**config.mk**
```make
export PLATFORM = sky130hd
export DESIGN_NAME = axi_lite_dmem_flat
export DESIGN_NICKNAME = d
export VERILOG_FILES = /design/src/rtl/axi_lite_dmem_if.sv /design/src/rtl/axi_lite_dmem.sv /design/src/flat_wrapper.sv
export SDC_FILE = /design/constraint.sdc
export NUM_CORES = 2
export LEC_CHECK = 0
export BUFFER_PORTS_ARGS = -buffer_cell sky130_fd_sc_hd__buf_2
export CAP_MARGIN = 20
export CORE_MARGIN = 2
export CORE_UTILIZATION = 60
export DETAILED_ROUTE_END_ITERATION = 16
export GPL_ROUTABILITY_DRIVEN = 0
export PLACE_DENSITY = 0.8
export SETUP_SLACK_MARGIN = 0.2
export SLEW_MARGIN = 20
export SYNTH_ARGS = -nofsm -noshare
export SYNTH_HDL_FRONTEND = slang
export SYNTH_SLANG_ARGS = --single-unit
```
**constraint.sdc**
```tcl
create_clock -name aclk -period 5.8 [get_ports aclk]
set_input_delay 1.16 -clock aclk [delete_from_list [all_inputs] [get_ports aclk]]
set_output_delay 1.16 -clock aclk [all_outputs]
set_load 0.02 [all_outputs]
```
**src/rtl/axi_lite_dmem_if.sv**
```systemverilog
// Shared AXI-Lite types and the AXI-Lite bus interface used by the data memory.
// The package holds the address/data/strobe/response types plus the two response codes.
package axi_lite_pkg;
    typedef logic [31:0] addr_t;
    typedef logic [31:0] data_t;
    typedef logic [3:0]  strb_t;
    typedef logic [1:0]  resp_t;

    localparam resp_t RESP_OKAY   = 2'b00;
    localparam resp_t RESP_SLVERR = 2'b10;
endpackage

interface axi_lite_if;
    import axi_lite_pkg::*;

    logic  awvalid;
    logic  awready;
    addr_t awaddr;
    logic  wvalid;
    logic  wready;
    data_t wdata;
    strb_t wstrb;
    logic  bvalid;
    logic  bready;
    resp_t bresp;
    logic  arvalid;
    logic  arready;
    addr_t araddr;
    logic  rvalid;
    logic  rready;
    data_t rdata;
    resp_t rresp;

    modport slave (
        input  awvalid, awaddr, wvalid, wdata, wstrb, bready, arvalid, araddr, rready,
        output awready, wready, bvalid, bresp, arready, rvalid, rdata, rresp
    );

    modport master (
        output awvalid, awaddr, wvalid, wdata, wstrb, bready, arvalid, araddr, rready,
        input  awready, wready, bvalid, bresp, arready, rvalid, rdata, rresp
    );
endinterface

```
**src/rtl/axi_lite_dmem.sv**
```systemverilog
// AXI-Lite slave backed by a DEPTH x 32-bit word memory with byte strobes.
// Independent write and read FSMs; every handshake/valid output is a flop.
module axi_lite_dmem #(
    parameter int DEPTH     = 32,
    parameter bit INIT_ZERO = 1'b1
) (
    input  logic         aclk,
    input  logic         areset_n,
    axi_lite_if.slave    s_axi_lite
);
    import axi_lite_pkg::*;

    localparam int    IDX_W      = $clog2(DEPTH);
    localparam addr_t ADDR_LIMIT = addr_t'(DEPTH * 4);

    typedef logic [IDX_W-1:0] idx_t;

    typedef enum logic [1:0] {
        W_IDLE   = 2'd0,
        W_GOT_AW = 2'd1,
        W_GOT_W  = 2'd2,
        W_RESP   = 2'd3
    } wstate_t;

    typedef enum logic {
        R_IDLE = 1'b0,
        R_DATA = 1'b1
    } rstate_t;

    function automatic data_t merge_bytes(input data_t old_word, input data_t new_word,
                                          input strb_t strb);
        data_t merged;
        for (int b = 0; b < 4; b++) begin
            merged[8*b +: 8] = strb[b] ? new_word[8*b +: 8] : old_word[8*b +: 8];
        end
        return merged;
    endfunction

    // Full-width compare so addresses past the array never alias onto low words.
    function automatic logic addr_in_range(input addr_t a);
        return (a < ADDR_LIMIT);
    endfunction

    function automatic idx_t word_index(input addr_t a);
        return a[IDX_W+1:2];
    endfunction

    wstate_t wstate_r;
    addr_t   awaddr_r;
    data_t   wdata_r;
    strb_t   wstrb_r;
    logic    awready_r;
    logic    wready_r;
    logic    bvalid_r;
    resp_t   bresp_r;

    rstate_t rstate_r;
    logic    arready_r;
    logic    rvalid_r;
    data_t   rdata_r;
    resp_t   rresp_r;

    data_t   mem_r [DEPTH];

    logic    aw_hs_s;
    logic    w_hs_s;
    logic    ar_hs_s;
    logic    wr_commit_s;
    logic    wr_ok_s;
    addr_t   wr_addr_s;
    data_t   wr_data_s;
    strb_t   wr_strb_s;

    assign aw_hs_s = s_axi_lite.awvalid & awready_r;
    assign w_hs_s  = s_axi_lite.wvalid  & wready_r;
    assign ar_hs_s = s_axi_lite.arvalid & arready_r;

    // Write commit: the edge that completes both AW and W, using bypassed or latched halves.
    always_comb begin
        wr_addr_s   = aw_hs_s ? s_axi_lite.awaddr : awaddr_r;
        wr_data_s   = w_hs_s  ? s_axi_lite.wdata  : wdata_r;
        wr_strb_s   = w_hs_s  ? s_axi_lite.wstrb  : wstrb_r;
        wr_ok_s     = addr_in_range(wr_addr_s);
        wr_commit_s = 1'b0;
        case (wstate_r)
            W_IDLE:   wr_commit_s = aw_hs_s & w_hs_s;
            W_GOT_AW: wr_commit_s = w_hs_s;
            W_GOT_W:  wr_commit_s = aw_hs_s;
            W_RESP:   wr_commit_s = 1'b0;
            default:  wr_commit_s = 1'b0;
        endcase
    end

    // Write FSM; readies are set from the next state so they stay pure flops.
    always_ff @(posedge aclk or negedge areset_n) begin
        if (!areset_n) begin
            wstate_r  <= W_IDLE;
            awaddr_r  <= 32'h0;
            wdata_r   <= 32'h0;
            wstrb_r   <= 4'h0;
            awready_r <= 1'b0;
            wready_r  <= 1'b0;
            bvalid_r  <= 1'b0;
            bresp_r   <= RESP_OKAY;
        end else begin
            if (aw_hs_s) begin
                awaddr_r <= s_axi_lite.awaddr;
            end
            if (w_hs_s) begin
                wdata_r <= s_axi_lite.wdata;
                wstrb_r <= s_axi_lite.wstrb;
            end
            if (wr_commit_s) begin
                wstate_r  <= W_RESP;
                awready_r <= 1'b0;
                wready_r  <= 1'b0;
                bvalid_r  <= 1'b1;
                bresp_r   <= wr_ok_s ? RESP_OKAY : RESP_SLVERR;
            end else begin
                case (wstate_r)
                    W_IDLE: begin
                        if (aw_hs_s) begin
                            wstate_r  <= W_GOT_AW;
                            awready_r <= 1'b0;
                            wready_r  <= 1'b1;
                        end else if (w_hs_s) begin
                            wstate_r  <= W_GOT_W;
                            awready_r <= 1'b1;
                            wready_r  <= 1'b0;
                        end else begin
                            awready_r <= 1'b1;
                            wready_r  <= 1'b1;
                        end
                    end
                    W_GOT_AW: begin
                        awready_r <= 1'b0;
                        wready_r  <= 1'b1;
                    end
                    W_GOT_W: begin
                        awready_r <= 1'b1;
                        wready_r  <= 1'b0;
                    end
                    W_RESP: begin
                        if (s_axi_lite.bready) begin
                            wstate_r  <= W_IDLE;
                            bvalid_r  <= 1'b0;
                            awready_r <= 1'b1;
                            wready_r  <= 1'b1;
                        end
                    end
                    default: begin
                        wstate_r  <= W_IDLE;
                        awready_r <= 1'b0;
                        wready_r  <= 1'b0;
                        bvalid_r  <= 1'b0;
                    end
                endcase
            end
        end
    end

    generate
        if (INIT_ZERO) begin : g_mem_clear
            // Memory array with reset clear; out-of-range writes are dropped.
            always_ff @(posedge aclk or negedge areset_n) begin
                if (!areset_n) begin
                    for (int i = 0; i < DEPTH; i++) begin
                        mem_r[i] <= 32'h0;
                    end
                end else if (wr_commit_s && wr_ok_s) begin
                    mem_r[word_index(wr_addr_s)] <= merge_bytes(mem_r[word_index(wr_addr_s)],
                                                                wr_data_s, wr_strb_s);
                end
            end
        end else begin : g_mem_keep
            // Memory array whose contents survive reset.
            always_ff @(posedge aclk) begin
                if (areset_n && wr_commit_s && wr_ok_s) begin
                    mem_r[word_index(wr_addr_s)] <= merge_bytes(mem_r[word_index(wr_addr_s)],
                                                                wr_data_s, wr_strb_s);
                end
            end
        end
    endgenerate

    // Read FSM; rdata samples the pre-update word when a write lands on the same edge.
    always_ff @(posedge aclk or negedge areset_n) begin
        if (!areset_n) begin
            rstate_r  <= R_IDLE;
            arready_r <= 1'b0;
            rvalid_r  <= 1'b0;
            rdata_r   <= 32'h0;
            rresp_r   <= RESP_OKAY;
        end else begin
            case (rstate_r)
                R_IDLE: begin
                    if (ar_hs_s) begin
                        rstate_r  <= R_DATA;
                        arready_r <= 1'b0;
                        rvalid_r  <= 1'b1;
                        if (addr_in_range(s_axi_lite.araddr)) begin
                            rdata_r <= mem_r[word_index(s_axi_lite.araddr)];
                            rresp_r <= RESP_OKAY;
                        end else begin
                            rdata_r <= 32'h0;
                            rresp_r <= RESP_SLVERR;
                        end
                    end else begin
                        arready_r <= 1'b1;
                    end
                end
                R_DATA: begin
                    if (s_axi_lite.rready) begin
                        rstate_r  <= R_IDLE;
                        arready_r <= 1'b1;
                        rvalid_r  <= 1'b0;
                    end
                end
                default: begin
                    rstate_r  <= R_IDLE;
                    arready_r <= 1'b0;
                    rvalid_r  <= 1'b0;
                end
            endcase
        end
    end

    assign s_axi_lite.awready = awready_r;
    assign s_axi_lite.wready  = wready_r;
    assign s_axi_lite.bvalid  = bvalid_r;
    assign s_axi_lite.bresp   = bresp_r;
    assign s_axi_lite.arready = arready_r;
    assign s_axi_lite.rvalid  = rvalid_r;
    assign s_axi_lite.rdata   = rdata_r;
    assign s_axi_lite.rresp   = rresp_r;

endmodule

```
**src/flat_wrapper.sv**
```systemverilog
// flat-port wrapper written by rule: the top's interface ports become plain ports
module axi_lite_dmem_flat import axi_lite_pkg::*;
#(
    parameter int DEPTH     = 32,
    parameter bit INIT_ZERO = 1'b1
)
  (aclk, areset_n, s_axi_lite_awvalid, s_axi_lite_awaddr, s_axi_lite_wvalid, s_axi_lite_wdata, s_axi_lite_wstrb, s_axi_lite_bready, s_axi_lite_arvalid, s_axi_lite_araddr, s_axi_lite_rready, s_axi_lite_awready, s_axi_lite_wready, s_axi_lite_bvalid, s_axi_lite_bresp, s_axi_lite_arready, s_axi_lite_rvalid, s_axi_lite_rdata, s_axi_lite_rresp);
  axi_lite_if s_axi_lite_i ();
  input  logic aclk;
  input  logic areset_n;
  input wire logic [$bits(s_axi_lite_i.awvalid)-1:0] s_axi_lite_awvalid;
  input wire logic [$bits(s_axi_lite_i.awaddr)-1:0] s_axi_lite_awaddr;
  input wire logic [$bits(s_axi_lite_i.wvalid)-1:0] s_axi_lite_wvalid;
  input wire logic [$bits(s_axi_lite_i.wdata)-1:0] s_axi_lite_wdata;
  input wire logic [$bits(s_axi_lite_i.wstrb)-1:0] s_axi_lite_wstrb;
  input wire logic [$bits(s_axi_lite_i.bready)-1:0] s_axi_lite_bready;
  input wire logic [$bits(s_axi_lite_i.arvalid)-1:0] s_axi_lite_arvalid;
  input wire logic [$bits(s_axi_lite_i.araddr)-1:0] s_axi_lite_araddr;
  input wire logic [$bits(s_axi_lite_i.rready)-1:0] s_axi_lite_rready;
  output wire logic [$bits(s_axi_lite_i.awready)-1:0] s_axi_lite_awready;
  output wire logic [$bits(s_axi_lite_i.wready)-1:0] s_axi_lite_wready;
  output wire logic [$bits(s_axi_lite_i.bvalid)-1:0] s_axi_lite_bvalid;
  output wire logic [$bits(s_axi_lite_i.bresp)-1:0] s_axi_lite_bresp;
  output wire logic [$bits(s_axi_lite_i.arready)-1:0] s_axi_lite_arready;
  output wire logic [$bits(s_axi_lite_i.rvalid)-1:0] s_axi_lite_rvalid;
  output wire logic [$bits(s_axi_lite_i.rdata)-1:0] s_axi_lite_rdata;
  output wire logic [$bits(s_axi_lite_i.rresp)-1:0] s_axi_lite_rresp;
  assign s_axi_lite_i.awvalid = s_axi_lite_awvalid;
  assign s_axi_lite_i.awaddr = s_axi_lite_awaddr;
  assign s_axi_lite_i.wvalid = s_axi_lite_wvalid;
  assign s_axi_lite_i.wdata = s_axi_lite_wdata;
  assign s_axi_lite_i.wstrb = s_axi_lite_wstrb;
  assign s_axi_lite_i.bready = s_axi_lite_bready;
  assign s_axi_lite_i.arvalid = s_axi_lite_arvalid;
  assign s_axi_lite_i.araddr = s_axi_lite_araddr;
  assign s_axi_lite_i.rready = s_axi_lite_rready;
  assign s_axi_lite_awready = s_axi_lite_i.awready;
  assign s_axi_lite_wready = s_axi_lite_i.wready;
  assign s_axi_lite_bvalid = s_axi_lite_i.bvalid;
  assign s_axi_lite_bresp = s_axi_lite_i.bresp;
  assign s_axi_lite_arready = s_axi_lite_i.arready;
  assign s_axi_lite_rvalid = s_axi_lite_i.rvalid;
  assign s_axi_lite_rdata = s_axi_lite_i.rdata;
  assign s_axi_lite_rresp = s_axi_lite_i.rresp;
  axi_lite_dmem #(.DEPTH(DEPTH), .INIT_ZERO(INIT_ZERO)) u_core (.aclk(aclk), .areset_n(areset_n), .s_axi_lite(s_axi_lite_i));
endmodule
```
==> reports/metrics.yaml <==
clock_latency_ns: 0.72
cp-start-kind: "flip-flop"
drc: 0
cts_hold_buf: 0
worst-r2r-cell-count: 8
clk_slew_on_worst_s_h_paths_ns: 0.07
final.min_clock_period_ns: 4.56
cp_num_cells: 8
rsz0062_at_grt: "no"
ctsHtreeMaxLevel: 3
final_hold_viol_count: 0
crit_path_max_incr_delay_ns: 0.80
yosys_register_bits: 1132
critical-path-slowest-cell: "sky130_fd_sc_hd__dfrtp_1"
number_of_buffers_and_inverters_on_the_critical_path: 2
synth_area_per_cell_sq_um: 14.0
first_global_vias: 41500
fp.dieW_microns: 318
placement_rows: 115
antenna_found_initial: 4
io-pin-count: 148
setup-tns-final_ns: 0
num_vias: 40400
finalCritPeriodShare_pct: 78.7
port-buffer-count: 141
tightestPinTransition_ns: 1.25
yosysWarnings: 0
max_cap_violations: 0
drt_iter0_markers: 5180
post_drt_via_cell_ratio: 7.17
cts.repair_timing.setup_buffer_count: 0
layout-area-overhead-vs-synth_pct: 11.7
initial_standard_cell_utilization_of_the_core_pct: 60.2
post_synth_inst_count: 4215
timing.final.max_slew_violations: 0
num-nets-final: 4358
maximum_number_of_pins_on_one_net_before_global_route_repair: 167
grt_pass1_wl_microns: 267000
static_leakage_nw: 29.9
cts_repair_resize_count: 0
powerDensity_nw_per_um2: 351
drt_first_pass_iters: 6
max_slew_margin_pct: 16.3
path_cells: "and2_1, nand4_1, a221oi_2, nand4_1, buf_4, nor2_4, buf_4, mux2_2"
run_status: "finished, final reports clean"
synth_top_flop_cell: "sky130_fd_sc_hd__dfrtp_1"
async_flop_share_pct: 100
worst_ep_arrival_time_ns: 5.15
critical_path_required_ns: 6.39
final-setup-viol-count: 0
cts.sink_count: 1132
hold_path.class: "in2async"
critical_path.endpoint_type: "flip-flop"
die-area_sq_um: 101000
finClkSkew_ns: 0.0227
path_max_fanout: 24
die_h_microns: 318
average_wire_per_cell_in_the_routed_design_microns: 31.3
detail-route-antenna-nets: 0
critPathKind: "reg2reg"
globalRouteOverflowTotal: 0
dpl.hpwl_microns: 108000
core_area_sq_um: 98000
clock_path_buffers: 3
cts_made_buffers: 117
timing.fmax_mhz: 219
synth_edf_count: 0
synth_area_sq_um: 59000
cts.root.buffer_cell: "sky130_fd_sc_hd__clkbuf_16"
synth_seq_area_share_pct: 48.0
groute.usage.overall_pct: 35.3
layout-drive-gt1-share_pct: 45.6
totalWireLength_microns: 176000
report.power.total_mw: 23.1
cpLargestDelayFamily: "simple AND/OR/NAND/NOR gates"
vdd_drop_max_v: 0.000297
cts_tree: "done"
post_synth_num_cell_types: 64
[cell usage in the layout, fill, tap and decap left out, types with 39 or more instances in the layout]
cell type / instances
sky130_fd_sc_hd__a21oi_1: 52
sky130_fd_sc_hd__a22oi_1: 51
sky130_fd_sc_hd__buf_12: 44
sky130_fd_sc_hd__buf_2: 136
sky130_fd_sc_hd__buf_4: 129
sky130_fd_sc_hd__clkbuf_16: 117
sky130_fd_sc_hd__dfrtp_1: 1132
sky130_fd_sc_hd__inv_1: 72
sky130_fd_sc_hd__mux2_2: 890
sky130_fd_sc_hd__mux2i_1: 167
sky130_fd_sc_hd__mux4_2: 496
sky130_fd_sc_hd__nand2_1: 361
sky130_fd_sc_hd__nand3_1: 39
sky130_fd_sc_hd__nor2_1: 61
sky130_fd_sc_hd__o21ai_0: 77
sky130_fd_sc_hd__o21ai_1: 45
[worst reg2reg max path, stage by stage, from the launching register on]
cell and delay, ns:
sky130_fd_sc_hd__dfrtp_1 0.80, sky130_fd_sc_hd__and2_1 0.56, sky130_fd_sc_hd__nand4_1 0.22, sky130_fd_sc_hd__a221oi_2 0.55, sky130_fd_sc_hd__nand4_1 0.52, sky130_fd_sc_hd__buf_4 0.43, sky130_fd_sc_hd__nor2_4 0.35, sky130_fd_sc_hd__buf_4 0.59
sky130_fd_sc_hd__mux2_2 0.42
[path summary, 6_finish.rpt]
check	from	to	slack, ns
worst max-delay path	u_core.s_axi_lite.awready	u_core.mem_r[985]	1.24
worst min-delay path	areset_n	u_core.s_axi_lite.rdata[25]	0.43
worst max register to register	u_core.s_axi_lite.awready	u_core.mem_r[985]	1.24
worst min register to register	u_core.s_axi_lite.rvalid	u_core.s_axi_lite.rvalid	0.47
max in group asynchronous	areset_n	u_core.mem_r[234]	3.89
min in group aclk	u_core.s_axi_lite.rvalid	u_core.s_axi_lite.rvalid	0.47
[cells in the mapped netlist, types with 12 or more instances]
| cell type | count | area share [%] |
|---|---|---|
| sky130_fd_sc_hd__and3_1 | 30 | 0.32 |
| sky130_fd_sc_hd__a22o_1 | 32 | 0.47 |
| sky130_fd_sc_hd__nor2_1 | 80 | 0.51 |
| sky130_fd_sc_hd__a32oi_1 | 26 | 0.39 |
| sky130_fd_sc_hd__a211oi_1 | 25 | 0.32 |
| sky130_fd_sc_hd__o21ai_1 | 45 | 0.38 |
| sky130_fd_sc_hd__mux2_2 | 890 | 17 |
| sky130_fd_sc_hd__a21oi_1 | 59 | 0.50 |
| sky130_fd_sc_hd__nand3_1 | 40 | 0.34 |
| sky130_fd_sc_hd__nand2b_1 | 13 | 0.14 |
| sky130_fd_sc_hd__a2111oi_0 | 14 | 0.21 |
| sky130_fd_sc_hd__clkbuf_1 | 170 | 1.1 |
| sky130_fd_sc_hd__buf_6 | 14 | 0.27 |
| sky130_fd_sc_hd__nand2_1 | 361 | 2.3 |
| sky130_fd_sc_hd__nor3_1 | 19 | 0.16 |
| sky130_fd_sc_hd__a22oi_1 | 52 | 0.66 |
| sky130_fd_sc_hd__a31oi_1 | 38 | 0.40 |
| sky130_fd_sc_hd__dfrtp_1 | 1132 | 48 |
| sky130_fd_sc_hd__nor4_1 | 16 | 0.17 |
| sky130_fd_sc_hd__buf_4 | 20 | 0.25 |
| sky130_fd_sc_hd__inv_1 | 72 | 0.46 |
| sky130_fd_sc_hd__or2_2 | 12 | 0.13 |
| sky130_fd_sc_hd__mux2i_1 | 167 | 2.8 |
| sky130_fd_sc_hd__buf_1 | 55 | 0.35 |
| sky130_fd_sc_hd__o21ai_0 | 77 | 0.65 |
| sky130_fd_sc_hd__mux4_2 | 496 | 19 |
| sky130_fd_sc_hd__buf_2 | 144 | 1.2 |
[area by class of cell]
cell class,count,area (sq um)
antenna,4,10.0
clock buffer,158,3320
clock inverter,57,900
fill,6543,32100
inverter,76,295
multi-input combinational,2605,28900
sequential,1132,28300
tap,1287,1610
timing repair buffer,314,2600
[cells by family (layout without fill, tap and decap cells)]
family | count (synthesis) | in the layout | share of synthesized area (%)
muxes | 1553 | 1553 | 38.7
AOI/OAI and AO/OA | 430 | 430 | 4.88
adders and majority gates | 5 | 5 | 0.106
other | 1 | 6 | 0.00635
buffers and inverters | 479 | 605 | 3.66
DFF | 1132 | 1132 | 48.0
and+or+nand+nor | 615 | 615 | 4.61
[per-stage QoR]
stage	area, sq um	hold slack (ns)	instances	worst slack [ns]	util, %
after global routing	65900	0.491	5632	1.17	67.3
after detailed placement	61700	0.461	5414	0.842	63.0
final	65900	0.433	5633	1.24	67.3
after global placement	61600	0.455	5412	0.752	62.9
after CTS	65900	0.465	5629	1.42	67.3
after floorplan	59000	0.446	4216	2.11	-
[registers in the layout, indices dropped and copies added, names as in the netlist]
name	flops
u_core.s_axi_lite.rdata	32
u_core.s_axi_lite.arready	1
u_core.s_axi_lite.bvalid	1
u_core.mem_r	1024
u_core.rstate_r	1
u_core.s_axi_lite.rvalid	1
u_core.s_axi_lite.awready	1
u_core.s_axi_lite.bresp	1
u_core.wstrb_r	4
u_core.wstate_r	2
u_core.wdata_r	32
u_core.awaddr_r	30
u_core.s_axi_lite.rresp	1
u_core.s_axi_lite.wready	1
[where the power goes]
group | internal, mW | switching (mW)
clock network | 4.95 | 3.29
registers | 8.15 | 0.130
logic | 1.79 | 4.85
[routing by layer]
metal | wire length, microns | track usage (%) | up-vias | part of all wire, %
li1 | - | - | 16000 | -
met1 | 65400 | 47.4 | 21100 | 37
met2 | 81700 | 54.3 | 2640 | 46
met3 | 18100 | 7.62 | 655 | 10
met4 | 11300 | 19.7 | 2 | 6.4
met5 | 10 | 0 | - | 0.0057
(Power assumes the default switching activity.)
